## src/rtl/adma_as_pkg.sv

```systemverilog
// Shared types for the ADMA AXI-slave write-completion path.
// Latency: n/a (types and constants only).
// Backpressure: n/a.
package adma_as_pkg;

  // Field widths of the in-order completion entry. They are upper bounds.
  // Users keep only the low DMA_CHN_NUM_W / MST_ID_W bits.
  localparam int ADMA_CHN_ID_MAX_W = 8;
  localparam int ADMA_AXI_ID_MAX_W = 16;

  // AXI BRESP encodings
  typedef enum logic [1:0] {
    BRESP_OKAY   = 2'd0,
    BRESP_EXOKAY = 2'd1,
    BRESP_SLVERR = 2'd2,
    BRESP_DECERR = 2'd3
  } bresp_e;

  // One outstanding AW transaction: owning channel and the AWID it used
  typedef struct packed {
    logic [ADMA_AXI_ID_MAX_W-1:0] awid;
    logic [ADMA_CHN_ID_MAX_W-1:0] chn_id;
  } cpl_ent_t;

endpackage

```

## src/rtl/adma_sync_fifo.sv

```systemverilog
// Generic single-clock FIFO with registered pointers and an occupancy count.
// Latency: data pushed in cycle N is visible at pop_dat in cycle N+1 (show-ahead).
// Backpressure: push ignored when full, pop ignored when empty; no full-time bypass.
module adma_sync_fifo #(
  parameter int WIDTH = 8,
  parameter int DEPTH = 8
) (
  input  logic             clk,
  input  logic             rst_n,
  input  logic             push,
  input  logic [WIDTH-1:0] push_dat,
  input  logic             pop,
  output logic [WIDTH-1:0] pop_dat,
  output logic             full,
  output logic             empty
);

  localparam int AW = $clog2(DEPTH);
  localparam int CW = $clog2(DEPTH + 1);

  logic [WIDTH-1:0] mem [DEPTH];
  logic [AW-1:0]    wr_ptr;
  logic [AW-1:0]    rd_ptr;
  logic [CW-1:0]    occ;
  logic             do_push;
  logic             do_pop;

  assign full    = (occ == CW'(DEPTH));
  assign empty   = (occ == '0);
  assign do_push = push & ~full;
  assign do_pop  = pop & ~empty;
  assign pop_dat = mem[rd_ptr];

  // Storage write; contents need no reset since occupancy gates every read
  always_ff @(posedge clk) begin
    if (do_push) begin
      mem[wr_ptr] <= push_dat;
    end
  end

  // Pointers wrap naturally because DEPTH is a power of two
  always_ff @(posedge clk) begin
    if (!rst_n) begin
      wr_ptr <= '0;
      rd_ptr <= '0;
      occ    <= '0;
    end else begin
      if (do_push) wr_ptr <= wr_ptr + AW'(1);
      if (do_pop)  rd_ptr <= rd_ptr + AW'(1);
      case ({do_push, do_pop})
        2'b10:   occ <= occ + CW'(1);
        2'b01:   occ <= occ - CW'(1);
        default: occ <= occ;
      endcase
    end
  end

endmodule

```

## src/rtl/adma_as_atx_cpl.sv

```systemverilog
// Routes AXI write responses back to the issuing DMA channel in issue order.
// Latency: B to completion is combinational; counters and idle update one cycle later.
// Backpressure: m_bready follows the head channel's bwd_cpl_rdy; iss_rdy drops when OST_DEPTH are outstanding.
// Optional: define ADMA_CPL_ID_CHK_EN to store AWIDs and flag B-ID mismatches on cpl_id_err.
module adma_as_atx_cpl
  import adma_as_pkg::*;
#(
  parameter  int DMA_CHN_NUM   = 4,
  parameter  int MST_ID_W      = 5,
  parameter  int OST_DEPTH     = 8,
  localparam int DMA_CHN_NUM_W = $clog2(DMA_CHN_NUM),
  localparam int OST_CNT_W     = $clog2(OST_DEPTH + 1)
) (
  input  logic                     clk,
  input  logic                     rst_n,
  input  logic [DMA_CHN_NUM_W-1:0] iss_chn_id,
  input  logic [MST_ID_W-1:0]      iss_awid,
  input  logic                     iss_vld,
  output logic                     iss_rdy,
  input  logic [MST_ID_W-1:0]      m_bid,
  input  logic [1:0]               m_bresp,
  input  logic                     m_bvalid,
  output logic                     m_bready,
  output logic [DMA_CHN_NUM-1:0]   bwd_cpl_vld,
  output logic [DMA_CHN_NUM*2-1:0] bwd_cpl_resp,
  input  logic [DMA_CHN_NUM-1:0]   bwd_cpl_rdy,
  output logic [DMA_CHN_NUM-1:0]   chn_idle,
  output logic                     cpl_id_err
);

`ifdef ADMA_CPL_ID_CHK_EN
  localparam int ENT_W = DMA_CHN_NUM_W + MST_ID_W;
`else
  localparam int ENT_W = DMA_CHN_NUM_W;
`endif

  logic                     push;
  logic                     pop;
  logic                     fifo_full;
  logic                     fifo_empty;
  logic [ENT_W-1:0]         fifo_wdat;
  logic [ENT_W-1:0]         fifo_rdat;
  cpl_ent_t                 ent_in;
  cpl_ent_t                 ent_head;
  logic [DMA_CHN_NUM_W-1:0] head_chn;
  logic [OST_CNT_W-1:0]     ost_cnt [DMA_CHN_NUM];
  logic                     unused_bits;

  assign iss_rdy = ~fifo_full;
  assign push    = iss_vld & iss_rdy;
  assign pop     = m_bvalid & m_bready;

  // Pack the issued transaction; the AWID is only kept when ID checking is built in
  always_comb begin
    ent_in = '0;
    ent_in.chn_id[DMA_CHN_NUM_W-1:0] = iss_chn_id;
    ent_in.awid[MST_ID_W-1:0]        = iss_awid;
`ifdef ADMA_CPL_ID_CHK_EN
    fifo_wdat = {ent_in.awid[MST_ID_W-1:0], ent_in.chn_id[DMA_CHN_NUM_W-1:0]};
`else
    fifo_wdat = ent_in.chn_id[DMA_CHN_NUM_W-1:0];
`endif
  end

  // Unpack the oldest outstanding transaction
  always_comb begin
    ent_head = '0;
    ent_head.chn_id[DMA_CHN_NUM_W-1:0] = fifo_rdat[DMA_CHN_NUM_W-1:0];
`ifdef ADMA_CPL_ID_CHK_EN
    ent_head.awid[MST_ID_W-1:0] = fifo_rdat[ENT_W-1:DMA_CHN_NUM_W];
`endif
    head_chn = ent_head.chn_id[DMA_CHN_NUM_W-1:0];
  end

  adma_sync_fifo #(
    .WIDTH (ENT_W),
    .DEPTH (OST_DEPTH)
  ) u_ord_fifo (
    .clk      (clk),
    .rst_n    (rst_n),
    .push     (push),
    .push_dat (fifo_wdat),
    .pop      (pop),
    .pop_dat  (fifo_rdat),
    .full     (fifo_full),
    .empty    (fifo_empty)
  );

  // Steer B to the head channel; with nothing outstanding B is held off
  always_comb begin
    bwd_cpl_vld = '0;
    m_bready    = 1'b0;
    if (!fifo_empty) begin
      bwd_cpl_vld[head_chn] = m_bvalid;
      m_bready              = bwd_cpl_rdy[head_chn];
    end
  end

  // Every channel sees the same response code; only the valid bit selects one
  assign bwd_cpl_resp = {DMA_CHN_NUM{m_bresp}};

  // Per-channel outstanding counts; a push and a pop on one channel cancel out
  always_ff @(posedge clk) begin
    if (!rst_n) begin
      for (int i = 0; i < DMA_CHN_NUM; i++) begin
        ost_cnt[i] <= '0;
      end
    end else begin
      for (int i = 0; i < DMA_CHN_NUM; i++) begin
        case ({push && (iss_chn_id == DMA_CHN_NUM_W'(i)),
               pop  && (head_chn   == DMA_CHN_NUM_W'(i))})
          2'b10:   ost_cnt[i] <= ost_cnt[i] + OST_CNT_W'(1);
          2'b01:   ost_cnt[i] <= ost_cnt[i] - OST_CNT_W'(1);
          default: ost_cnt[i] <= ost_cnt[i];
        endcase
      end
    end
  end

  // Idle is derived from the registered counts only
  always_comb begin
    chn_idle = '0;
    for (int i = 0; i < DMA_CHN_NUM; i++) begin
      chn_idle[i] = (ost_cnt[i] == '0);
    end
  end

`ifdef ADMA_CPL_ID_CHK_EN
  // Sticky mismatch flag; the completion itself is still delivered
  always_ff @(posedge clk) begin
    if (!rst_n) begin
      cpl_id_err <= 1'b0;
    end else if (pop && (m_bid != ent_head.awid[MST_ID_W-1:0])) begin
      cpl_id_err <= 1'b1;
    end
  end

  assign unused_bits = ^{ent_in, ent_head};
`else
  assign cpl_id_err  = 1'b0;
  assign unused_bits = ^{ent_in, ent_head, m_bid};
`endif

endmodule

```

## config.mk

```make
export PLATFORM = sky130hd
export DESIGN_NAME = adma_as_atx_cpl
export DESIGN_NICKNAME = d
export VERILOG_FILES = /design/src/rtl/adma_as_pkg.sv /design/src/rtl/adma_sync_fifo.sv /design/src/rtl/adma_as_atx_cpl.sv
export SDC_FILE = /design/constraint.sdc
export NUM_CORES = 1
export LEC_CHECK = 0
export ABC_AREA = 1
export CORE_MARGIN = 2
export CORE_UTILIZATION = 55
export CTS_CLUSTER_DIAMETER = 100
export DETAILED_ROUTE_END_ITERATION = 8
export PLACE_DENSITY_LB_ADDON = 0.05
export SYNTH_ARGS = -nofsm -noshare
export SYNTH_HDL_FRONTEND = slang
export SYNTH_SLANG_ARGS = --single-unit
```

## constraint.sdc

```tcl
create_clock -name clk -period 3.55 [get_ports clk]
set_input_delay 0.8875 -clock clk [delete_from_list [all_inputs] [get_ports clk]]
set_output_delay 0.8875 -clock clk [all_outputs]
set_load 0.05 [all_outputs]
```

==> reports/results.txt, run 1 <==
Post-route DRC: 0
Die Area: 5784 um^2
Setup TNS Final: 0 ps
Sequential share of the synthesized area: 42.77%
Fin Hold WS: 486.4 ps
Worst-path fanout max: 9
Crit start category: register
Fin. max-slew vios: 0
FILL cells: 429
ANT cells: 0
Routed wire length: 4882 um
Yosys warnings: 0
Crit path kind: reg -> reg
Clock Tree Buf Depth: 2
Core Footprint: 5042 um^2
Post-Synth Simple-Gate Area: 24.93%
WL/cell: 10.90 um
Crit-path max cell delay: 590 ps
Starting Density: 56.63%
Yosys reg bits: 45
Iter 0 DRT Violations: 63
Largest family of logic cells by synthesized area: simple AND/OR/NAND/NOR gates
Switching Share: 43.24%
Grt ovf: 0
Non-filler cells, final: 448
Area growth syn-to-layout: 14.46%
Worst min path class: reg -> reg
FFs w/ async S/R, synth: 0%
Rows: 26
Tmin final: 3011 ps
Data required, critical path: 3600 ps
DR pass1 iterations: 5
Chip Width: 76.05 um
Drt via density: 4.788
Synth Area in Compound Gates: 5.784%
CTS Hold Buffers Added: 0
Critical Path AT: 3060 ps
CTS clk-pin slew, worst paths: 90 ps
Post-synth EDFFs: 32
Area leader, netlist: edfxtp_1
Max_cap viols: 0
# IOs: 41
CP endpoint kind: register
Area share of the largest cell type after synthesis: 33.65%
Setup Buffers After CTS: 0
Switching power: 0.9494 mW
Maximum vdd drop: 0.0006885 V
Clock Skews: 9.263 ps
Worst Tran Pin Value: 499.6 ps
H-Tree Depth: 2
Fin util: 64.81%
Fmax: 332.1 MHz
Sequential fraction of design power: 34.6%
Fin. Hold Viols: 0
Unrepaired setup endpoints after global routing: no
Final period util: 84.82%
Post-CTS Resized: 0
Synth Cell Area: 2855 um^2
Vias in the first global route: 2102
Count leader, synth: inv_1
CTS buffer count: 5
Skew-Pair Late Insertion Delay: 300 ps
CTS tree: built
Placer congestion estimate: 0.8338
Clock power share: 14.5%
Post-synth net total: 392
Initial antenna violation count: 0
Most common flop cell mapped by yosys: edfxtp_1
Root Buffer: clkbuf_8
Total track usage: 18.60%
Post-placement cell count: 440
Vias: 2145
# port buffers: 19
Crit path cell chain: inv_8 -> nand2_1 -> nand3_1 -> nand2_1 -> nand2_1 -> nand2_1 -> nand3_1 -> nand2_1 -> inv_1 -> nand3_4 -> nor2_2 -> ha_1 -> nand2_1 -> inv_1 -> or2_2 -> nand2_1 -> inv_1 -> ha_1 -> inv_1 -> a22o_1 -> a21oi_1
Share of layout cells above drive strength 1: 12.96%
Outcome: finished clean
Largest net degree at the start of global routing: 16
Dominant cells by area after synthesis: edfxtp_1 34%, inv_1 9.6%, dfxtp_1 9.1%, ha_1 7.9%, nand2_1 7.9%
Cell mode on critical path: nand2_1
Mux cell area share after synthesis: 0%
Tot Pwr: 2.196 mW
Worst slew margin: 66.59%
Pint: 1.246 mW
XOR/XNOR Fraction of Synth Area: 5.215%
Max stage delay cell, worst path: dfxtp_1
Average cell area after synthesis: 8.111 um^2
DPL Wire Length: 3887 um
Leakage: 1.544 nW
Post-synthesis adder-cell area fraction: 7.888%
Post-Synthesis Cells: 352
Synth cell types: 32
Endpoints failing setup: 0
Die Y: 76.05 um
First-pass GRT wire length: 8763 um
PwrDens: 671.8 nW/um^2
# nets final: 417
Power share of the combinational group: 50.9%
Top cell types by occurrence after synthesis: 73 x inv_1, 60 x nand2_1, 33 x nor2_1
Antenna-violating nets left: 0
Clock sinks: 45
-- cell families (layout without fill, tap and decap cells) --
family	Yosys count	count (layout)
flops	45	45
fa+ha+maj	18	18
xor+xnor	17	17
simple gates	154	154
buf+inv	87	113
other cells	1	1
compound gates	30	30
-- placed cells by master (no fill, tap or decap), drive strengths merged, types with 13 or more instances in the layout --
master / count
inv: 76
nand2: 68
edfxtp: 32
o21ai: 14
dfxtp: 13
buf: 16
ha: 18
clkdlybuf4s50: 14
nand3: 25
nor2: 40
-- layer usage --
| layer | track usage (%) | part of all wire (%) |
|---|---|---|
| met2 | 32.77 | 48 |
| met5 | 0 | 0 |
| met4 | 5.273 | 1.2 |
| met3 | 3.910 | 4.1 |
| met1 | 23.21 | 46 |
-- state kept, by name, indices dropped and copies added (netlist names), named ones only --
| register | cells |
|---|---|
| u_ord_fifo.mem | 16 |
| u_ord_fifo.rd_ptr | 3 |
| ost_cnt | 16 |
| u_ord_fifo.wr_ptr | 3 |
| u_ord_fifo.occ | 4 |
-- power by group through the flow --
stage	sequential [mW]	combinational (mW)	clock [mW]
after floorplan	0.739	0.854	0
after global placement	0.773	1.10	0
after detailed placement	0.774	1.11	0
after CTS	0.761	1.12	0.327
after global routing	0.775	1.26	0.345
final	0.760	1.12	0.318
-- worst max-delay path: cells and delay by family (launching register included) --
| family | cells | cell delay, ps |
|---|---|---|
| adders and majority gates | 2 | 370 |
| DFF | 1 | 590 |
| buffers and inverters | 5 | 370 |
| and+or+nand+nor | 12 | 1230 |
| AOI/OAI and AO/OA | 2 | 200 |
-- layout make-up --
cell class / instances / area [um^2] / share of cell area [%]
clock buffers: 5 / 68.82 / 2.106
clock inverters: 3 / 21.27 / 0.6508
inverters: 75 / 291.5 / 8.920
multi-input cells: 220 / 1255 / 38.40
flip-flops and latches: 45 / 1221 / 37.37
well taps: 70 / 87.58 / 2.680
repair buffers: 30 / 322.8 / 9.878
-- stage by stage --
step	area (um^2)	setup slack [ps]
finish	3268	539.0
global route	3268	154.8
CTS	3268	514.5
detailed placement	3178	239.0
global placement	3178	269.7
floorplan	2855	707.0
-- final timing paths --
| check | startpoint | to | slack (ps) | depth (start not counted) |
|---|---|---|---|---|
| worst max-delay path | register | ost_cnt[2][2] | 540 | 21 |
| worst min-delay path | u_ord_fifo.wr_ptr[0] | u_ord_fifo.wr_ptr[0] | 490 | 2 |
| worst max register to register | register | ost_cnt[2][2] | 540 | 21 |
| worst min register to register | u_ord_fifo.wr_ptr[0] | u_ord_fifo.wr_ptr[0] | 490 | 2 |
(Power assumes the default switching activity.)
==> run 2: changes to the inputs <==
--- a/config.mk
+++ b/config.mk
@@ -7,7 +7,7 @@
 export LEC_CHECK = 0
 export ABC_AREA = 1
 export CORE_MARGIN = 2
-export CORE_UTILIZATION = 55
+export CORE_UTILIZATION = 49
 export CTS_CLUSTER_DIAMETER = 100
 export DETAILED_ROUTE_END_ITERATION = 8
 export PLACE_DENSITY_LB_ADDON = 0.05
==> constraint.sdc (replaced) <==
create_clock -name clk -period 2.7 [get_ports clk]
set_input_delay 0.675 -clock clk [delete_from_list [all_inputs] [get_ports clk]]
set_output_delay 0.675 -clock clk [all_outputs]
set_load 0.05 [all_outputs]
==> run 2 against run 1 <==
The flow now finishes with violations (negative setup slack). Critical endpoint is now ost_cnt[1][0]. Routed wire length grew 19%. Via count grew 8.0%. Clock-buffer cell count unchanged. Highest routed layer unchanged. Maximum frequency grew 9.5%. Utilization up 5.0 points. Sequential share of layout area shrank 5.9 points. Clock skew is 0.81 ps lower. Combinational power rose by 93%.
==> reports/results.txt, run 2 (synthesis gave the netlist of run 1 again) <==
Fin. Hold Viols: 0 (unchanged)
H-Tree Depth: 2 (unchanged)
Data required, critical path: 2770 ps (-830 ps)
Final period util: 101.9% (+17 points)
Largest registers: ost_cnt (16), u_ord_fifo.mem (16), u_ord_fifo.occ (4)
Cell mode on critical path: nand2_2
Fin. max-slew vios: 0 (unchanged)
Design Area, Final: 3892 um^2 (+19%)
Vias: 2316 (+8.0%)
Die Area: 6454 um^2 (+12%)
DR pass1 iterations: 4 (-1)
# IOs: 41 (unchanged)
Total track usage: 18.62% (about the same)
Worst-path fanout max: 8 (-1)
CP endpoint kind: register
Worst min path class: reg -> reg
Worst slew margin: 66.85% (+0.26 points)
Iter 0 DRT Violations: 68 (+7.9%)
Largest net degree at the start of global routing: 16 (unchanged)
Clock sinks: 45 (unchanged)
Most common cell after layout, fill and taps aside: inv_1
Unrepaired setup endpoints after global routing: yes
Leading cell types in the layout, fill and taps excluded: 65 x inv_1, 50 x nand2_1, 36 x buf_4
Setup TNS Final: -155.9 ps (-155.9 ps)
# nets final: 451 (+8.2%)
Area growth syn-to-layout: 36.33%
Post-route DRC: 0 (unchanged)
Rows: 27 (+3.8%)
PwrDens: 928.1 nW/um^2 (+38%)
WL/cell: 12.00 um (+10%)
Crit start category: register
Setup WS post-layout: -50.30 ps (-589.3 ps)
Core Footprint: 5574 um^2 (+11%)
Fmax: 363.6 MHz (+9.5%)
First-pass GRT wire length: 9294 um (+6.1%)
Cell Area, Placed: 3398 um^2 (+6.9%)
Critical Path AT: 2820 ps (-240 ps)
ANT cells: 0 (unchanged)
Drt via density: 4.785 (about the same)
CTS Hold Buffers Added: 0 (unchanged)
Skew-Pair Late Insertion Delay: 310 ps (about the same)
Crit path kind: reg -> reg
Crit-path max cell delay: 380 ps (-210 ps)
Leakage: 1.768 nW (+14%)
Endpoints failing setup: 6 (+6)
# port buffers: 19 (unchanged)
Max stage delay cell, worst path: dfxtp_4
Initial antenna violation count: 0 (unchanged)
Share of layout cells above drive strength 1: 34.71% (+22 points)
Grt ovf: 0 (unchanged)
CTS tree: built
Antenna-violating nets left: 0 (unchanged)
CTS buffer count: 5 (unchanged)
Clock Tree Buf Depth: 2 (unchanged)
DPL Wire Length: 4184 um (+7.6%)
Worst Tran Pin Value: 495.7 ps (-3.877 ps)
Maximum vdd drop: 0.001004 V (+46%)
Die Y: 80.34 um (+5.6%)
Violated checks: negative setup slack
Tmin final: 2750 ps (-260.7 ps)
CP delay by family, top: simple AND/OR/NAND/NOR gates
Vias in the first global route: 2190 (+4.2%)
Max_cap viols: 0 (unchanged)
Crit path cell chain: buf_12 -> clkinv_8 -> nand2_4 -> nand2_2 -> nand2_2 -> nand2_1 -> nand2_1 -> nand2_2 -> nand3_2 -> nand2_2 -> nor2_4 -> nand3_4 -> nor2_4 -> buf_4 -> inv_2 -> ha_2 -> or2_4 -> o21ai_4 -> buf_6 -> or2_2 -> inv_1
Placer congestion estimate: 0.7800 (-6.5%)
Starting Density: 51.22% (-5.4 points)
Chip Width: 80.34 um (+5.6%)
Buf/Inv on CP: 6 (+1)
CTS clk-pin slew, worst paths: 90 ps (about the same)
Clock Skews: 8.450 ps (-0.8130 ps)
Outcome: complete, but fails checks
Routed wire length: 5807 um (+19%)
Root Buffer: clkbuf_8
==> run 2: changes by cell type in the layout (fill, tap and decap cells not counted), moves of 8 or more <==
cell,before,now
nand2_2,8,16
nand2_1,60,50
buf_6,0,8
ha_1,18,8
nand3_1,24,13
inv_1,73,65
nand3_2,0,11
inv_2,0,8
buf_4,11,36
==> run 2: timing repair <==
item | 4_1_cts | 5_1_grt
cloned | 0 | 1
setup buffers | 0 | 7
setup endpoints to repair | 3 | 28
pin swaps | 1 | 26
resized for setup | 4 | 90
==> run 2: layout make-up <==
cell class / count / area [um^2]
Inverter: 75 / 296.5
Multi-Input combinational cell: 220 / 1554
Tap cell: 72 / 90.09
Clock buffer: 5 / 68.82
Fill cell: 447 / 1682
Clock inverter: 3 / 21.27
Timing Repair Buffer: 64 / 635.6
Sequential cell: 45 / 1226
==> run 2: report_power, final <==
part	total [mW]	internal (mW)	switching [mW]
Clock	0.433	0.184	0.249
Combinational	2.16	0.985	1.17
Sequential	1.02	0.888	0.133
Total	3.61	2.06	1.56
==> run 2: worst paths after layout <==
| path | startpoint | to | slack [ps] | cells past startpoint |
|---|---|---|---|---|
| setup reg to reg | register | ost_cnt[1][0] | -50 | 21 |
| hold reg to reg | u_ord_fifo.wr_ptr[0] | u_ord_fifo.wr_ptr[0] | 500 | 2 |
| hold / removal | u_ord_fifo.wr_ptr[0] | u_ord_fifo.wr_ptr[0] | 500 | 2 |
| setup / recovery | register | ost_cnt[1][0] | -50 | 21 |
==> run 2: metrics by stage <==
stage,total power [mW],hold slack (ps),std cells,utilization (%),worst slack [ps]
floorplan,2.099,462.7,352,-,69.48
global placement,2.692,478.2,469,60.97,-296.9
detailed placement,2.716,482.0,469,60.97,-349.4
CTS,3.155,495.7,477,62.83,-25.25
global route,3.857,528.3,484,69.83,-266.3
finish,3.613,498.1,484,69.83,-50.30
==> run 2: worst min-delay path, cell delays in order (launching register included) <==
cell,delay (ps)
dfxtp_1,340
nand2_1,70
a21oi_1,50
==> run 2: metal layers <==
layer / wire length, um / track usage [%]
met3: 132 / 2.584
met2: 2901 / 31.08
met4: 103 / 8.136
met5: 0 / 0
met1: 2669 / 24.06
==> run 3: changes to the inputs <==
--- a/config.mk
+++ b/config.mk
@@ -6,8 +6,9 @@
 export NUM_CORES = 1
 export LEC_CHECK = 0
 export ABC_AREA = 1
+export CAP_MARGIN = 40
 export CORE_MARGIN = 2
-export CORE_UTILIZATION = 49
+export CORE_UTILIZATION = 40
 export CTS_CLUSTER_DIAMETER = 100
 export DETAILED_ROUTE_END_ITERATION = 8
 export PLACE_DENSITY_LB_ADDON = 0.05
==> run 3 against run 2 <==
Hold slack worse by 6.3 ps. Largest power group unchanged. Flip-flop and latch count stayed put. Register-to-register slack hardly changed. Via count is 2.5% lower. Global-route usage is 3.2 points lower. The flow still finishes with violations (negative setup slack). Critical path type unchanged. Total power is 1.6% lower.
==> reports/results.txt, run 3 (synthesis gave the netlist of run 1 again) <==
Outcome: complete, but fails checks
Violated checks: negative setup slack
PwrDens: 924.1 nW/um^2 (-0.43%)
DPL Wire Length: 4413 um (+5.5%)
Met3 Wirelength: 232 um (+76%)
Multi-input gate area: 1513 um^2 (-2.7%)
Fin. max-slew vios: 0 (unchanged)
Die Area: 7830 um^2 (+21%)
Total track usage: 15.43% (-3.2 points)
Leading cell types in the layout, fill and taps excluded: 66 x inv_1, 50 x nand2_1, 35 x buf_4
Largest registers: ost_cnt (16), u_ord_fifo.mem (16), u_ord_fifo.occ (4)
Most common cell after layout, fill and taps aside: inv_1
HP Start: u_ord_fifo.wr_ptr[0]
Crit start category: register
Grt ovf: 0 (unchanged)
Clock sinks: 45 (unchanged)
Leakage: 1.753 nW (-0.82%)
Maximum vdd drop: 0.0009564 V (-4.7%)
CTS tree: built
Data required, critical path: 2770 ps (about the same)
Fin. Hold Viols: 0 (unchanged)
Routed wire length: 5887 um (+1.4%)
Endpoints failing setup: 6 (unchanged)
Largest net degree at the start of global routing: 17 (+1)
Final period util: 102.2% (+0.33 points)
Top layer used by detailed routing: met4
Critical Path Sink: ost_cnt[0][0]
Met2 WL: 2738 um (-5.6%)
CP endpoint kind: register
Clock Tree Buf Depth: 2 (unchanged)
Starting Density: 41.57% (-9.7 points)
Iter 0 DRT Violations: 88 (+29%)
Storage element area: 1226 um^2 (unchanged)
# IOs: 41 (unchanged)
Area growth syn-to-layout: 34.71%
Worst min path class: reg -> reg
Reg2Reg Capture Point: ost_cnt[0][0]
Drt via density: 4.500 (-6.0%)
FILL cells: 657 (+47%)
CTS clk-pin slew, worst paths: 90 ps (about the same)
Die Y: 88.49 um (+10%)
# nets final: 445 (-1.3%)
Fmax: 362.4 MHz (-0.32%)
ANT cells: 0 (unchanged)
CTS buffer count: 5 (unchanged)
Setup WS post-layout: -59.24 ps (-8.945 ps)
Vias: 2259 (-2.5%)
Worst-path fanout max: 8 (unchanged)
Root Buffer: clkbuf_8
Design Area, Final: 3846 um^2 (-1.2%)
CTS Hold Buffers Added: 0 (unchanged)
H-Tree Depth: 2 (unchanged)
Skew-Pair Late Insertion Delay: 310 ps (about the same)
Placer congestion estimate: 0.7628 (-2.2%)
Initial antenna violation count: 0 (unchanged)
Metal1 wirelength: 2840 um (+6.4%)
Worst reg2reg setup slack: -60 ps (about the same)
DR pass1 iterations: 4 (unchanged)
Unrepaired setup endpoints after global routing: yes
Core Footprint: 6869 um^2 (+23%)
Antenna-violating nets left: 0 (unchanged)
Fin Hold WS: 491.8 ps (-6.264 ps)
Fin util: 55.99% (-14 points)
Share of layout cells above drive strength 1: 32.76% (-2.0 points)
Worst Tran Pin Value: 495.6 ps (-0.1664 ps)
Clock Skews: 11.17 ps (+2.719 ps)
Tmin final: 2759 ps (+8.945 ps)
Crit path kind: reg -> reg
Worst slew margin: 66.86% (about the same)
Rows: 30 (+11%)
Setup TNS Final: -191.7 ps (-35.85 ps)
Critical Path AT: 2830 ps (about the same)
WL/cell: 11.73 um (-2.3%)
Post-route DRC: 0 (unchanged)
Cell Area, Placed: 3428 um^2 (+0.88%)
Chip Width: 88.49 um (+10%)
Max_cap viols: 0 (unchanged)
First-pass GRT wire length: 9280 um (-0.15%)
Vias in the first global route: 2096 (-4.3%)
Reg2Reg Depth: 21 (unchanged)
# port buffers: 19 (unchanged)
run 3: changes by cell type in the layout (fill, tap and decap cells not counted), sizes merged:
cell | previous run | this run
buf | 50 | 44
clkinv | 3 | 1
inv | 75 | 76
bufinv | 0 | 1
run 3: timing repair:
action                                  CTS  global route
resized for setup                         5            75
pin swaps                                 1            20
gates cloned                              0             1
endpoints found under the setup margin    5            28
setup buffers                             0             2
run 3: layer usage:
| layer | vias to the layer above | global-route usage, % |
|---|---|---|
| met4 | 0 | 4.959 |
| met5 | - | 0 |
| li1 | 1203 | - |
| met1 | 1020 | 19.87 |
| met2 | 30 | 25.91 |
| met3 | 6 | 3.358 |
run 3: final cells by class:
cell class | instances | share of cell area [%]
clock buffers | 5 | 1.789
clock inverters | 3 | 1.236
inverters | 75 | 7.775
multi-input cells | 220 | 39.33
flip-flops and latches | 45 | 31.88
well taps | 96 | 3.123
repair buffers | 58 | 14.87
run 3: power by group:
group	switching, mW	internal [mW]
Combinational	1.12	0.885
Sequential	0.116	0.888
Clock	0.260	0.283
run 3: how the worst min path moves through the flow:
stage / slack (ps) / to / cells after the start
5_1_grt: 520 / u_ord_fifo.wr_ptr[0] / 2
3_3_place_gp: 470 / u_ord_fifo.wr_ptr[0] / 2
6_report: 490 / u_ord_fifo.wr_ptr[0] / 2
2_1_floorplan: 460 / u_ord_fifo.wr_ptr[0] / 2
4_1_cts: 490 / u_ord_fifo.wr_ptr[0] / 2
3_5_place_dp: 480 / u_ord_fifo.wr_ptr[0] / 2
run 3: worst max-delay path, cell delays in order, from the launching register on:
cell and delay, ps:
dfxtp_4 390, buf_12 120, clkinv_8 70, nand2_4 50, nand2_2 50, nand2_2 70
nand2_1 50, nand2_1 70, nand2_2 90, nand3_2 70, nand2_2 80, nor2_4 140
nand3_4 140, nor2_4 170, buf_6 120, inv_4 30, ha_4 140, or2_4 230
o21ai_4 190, buf_6 130, or2_2 100, inv_1 30
run 3: through the flow:
step	total power, mW	cells	setup WS, ps
after detailed placement	2.728	493	-348.4
after global routing	3.810	502	-227.7
after global placement	2.718	493	-300.5
after CTS	3.285	501	-14.26
final	3.554	502	-59.24
after floorplan	2.099	352	69.48
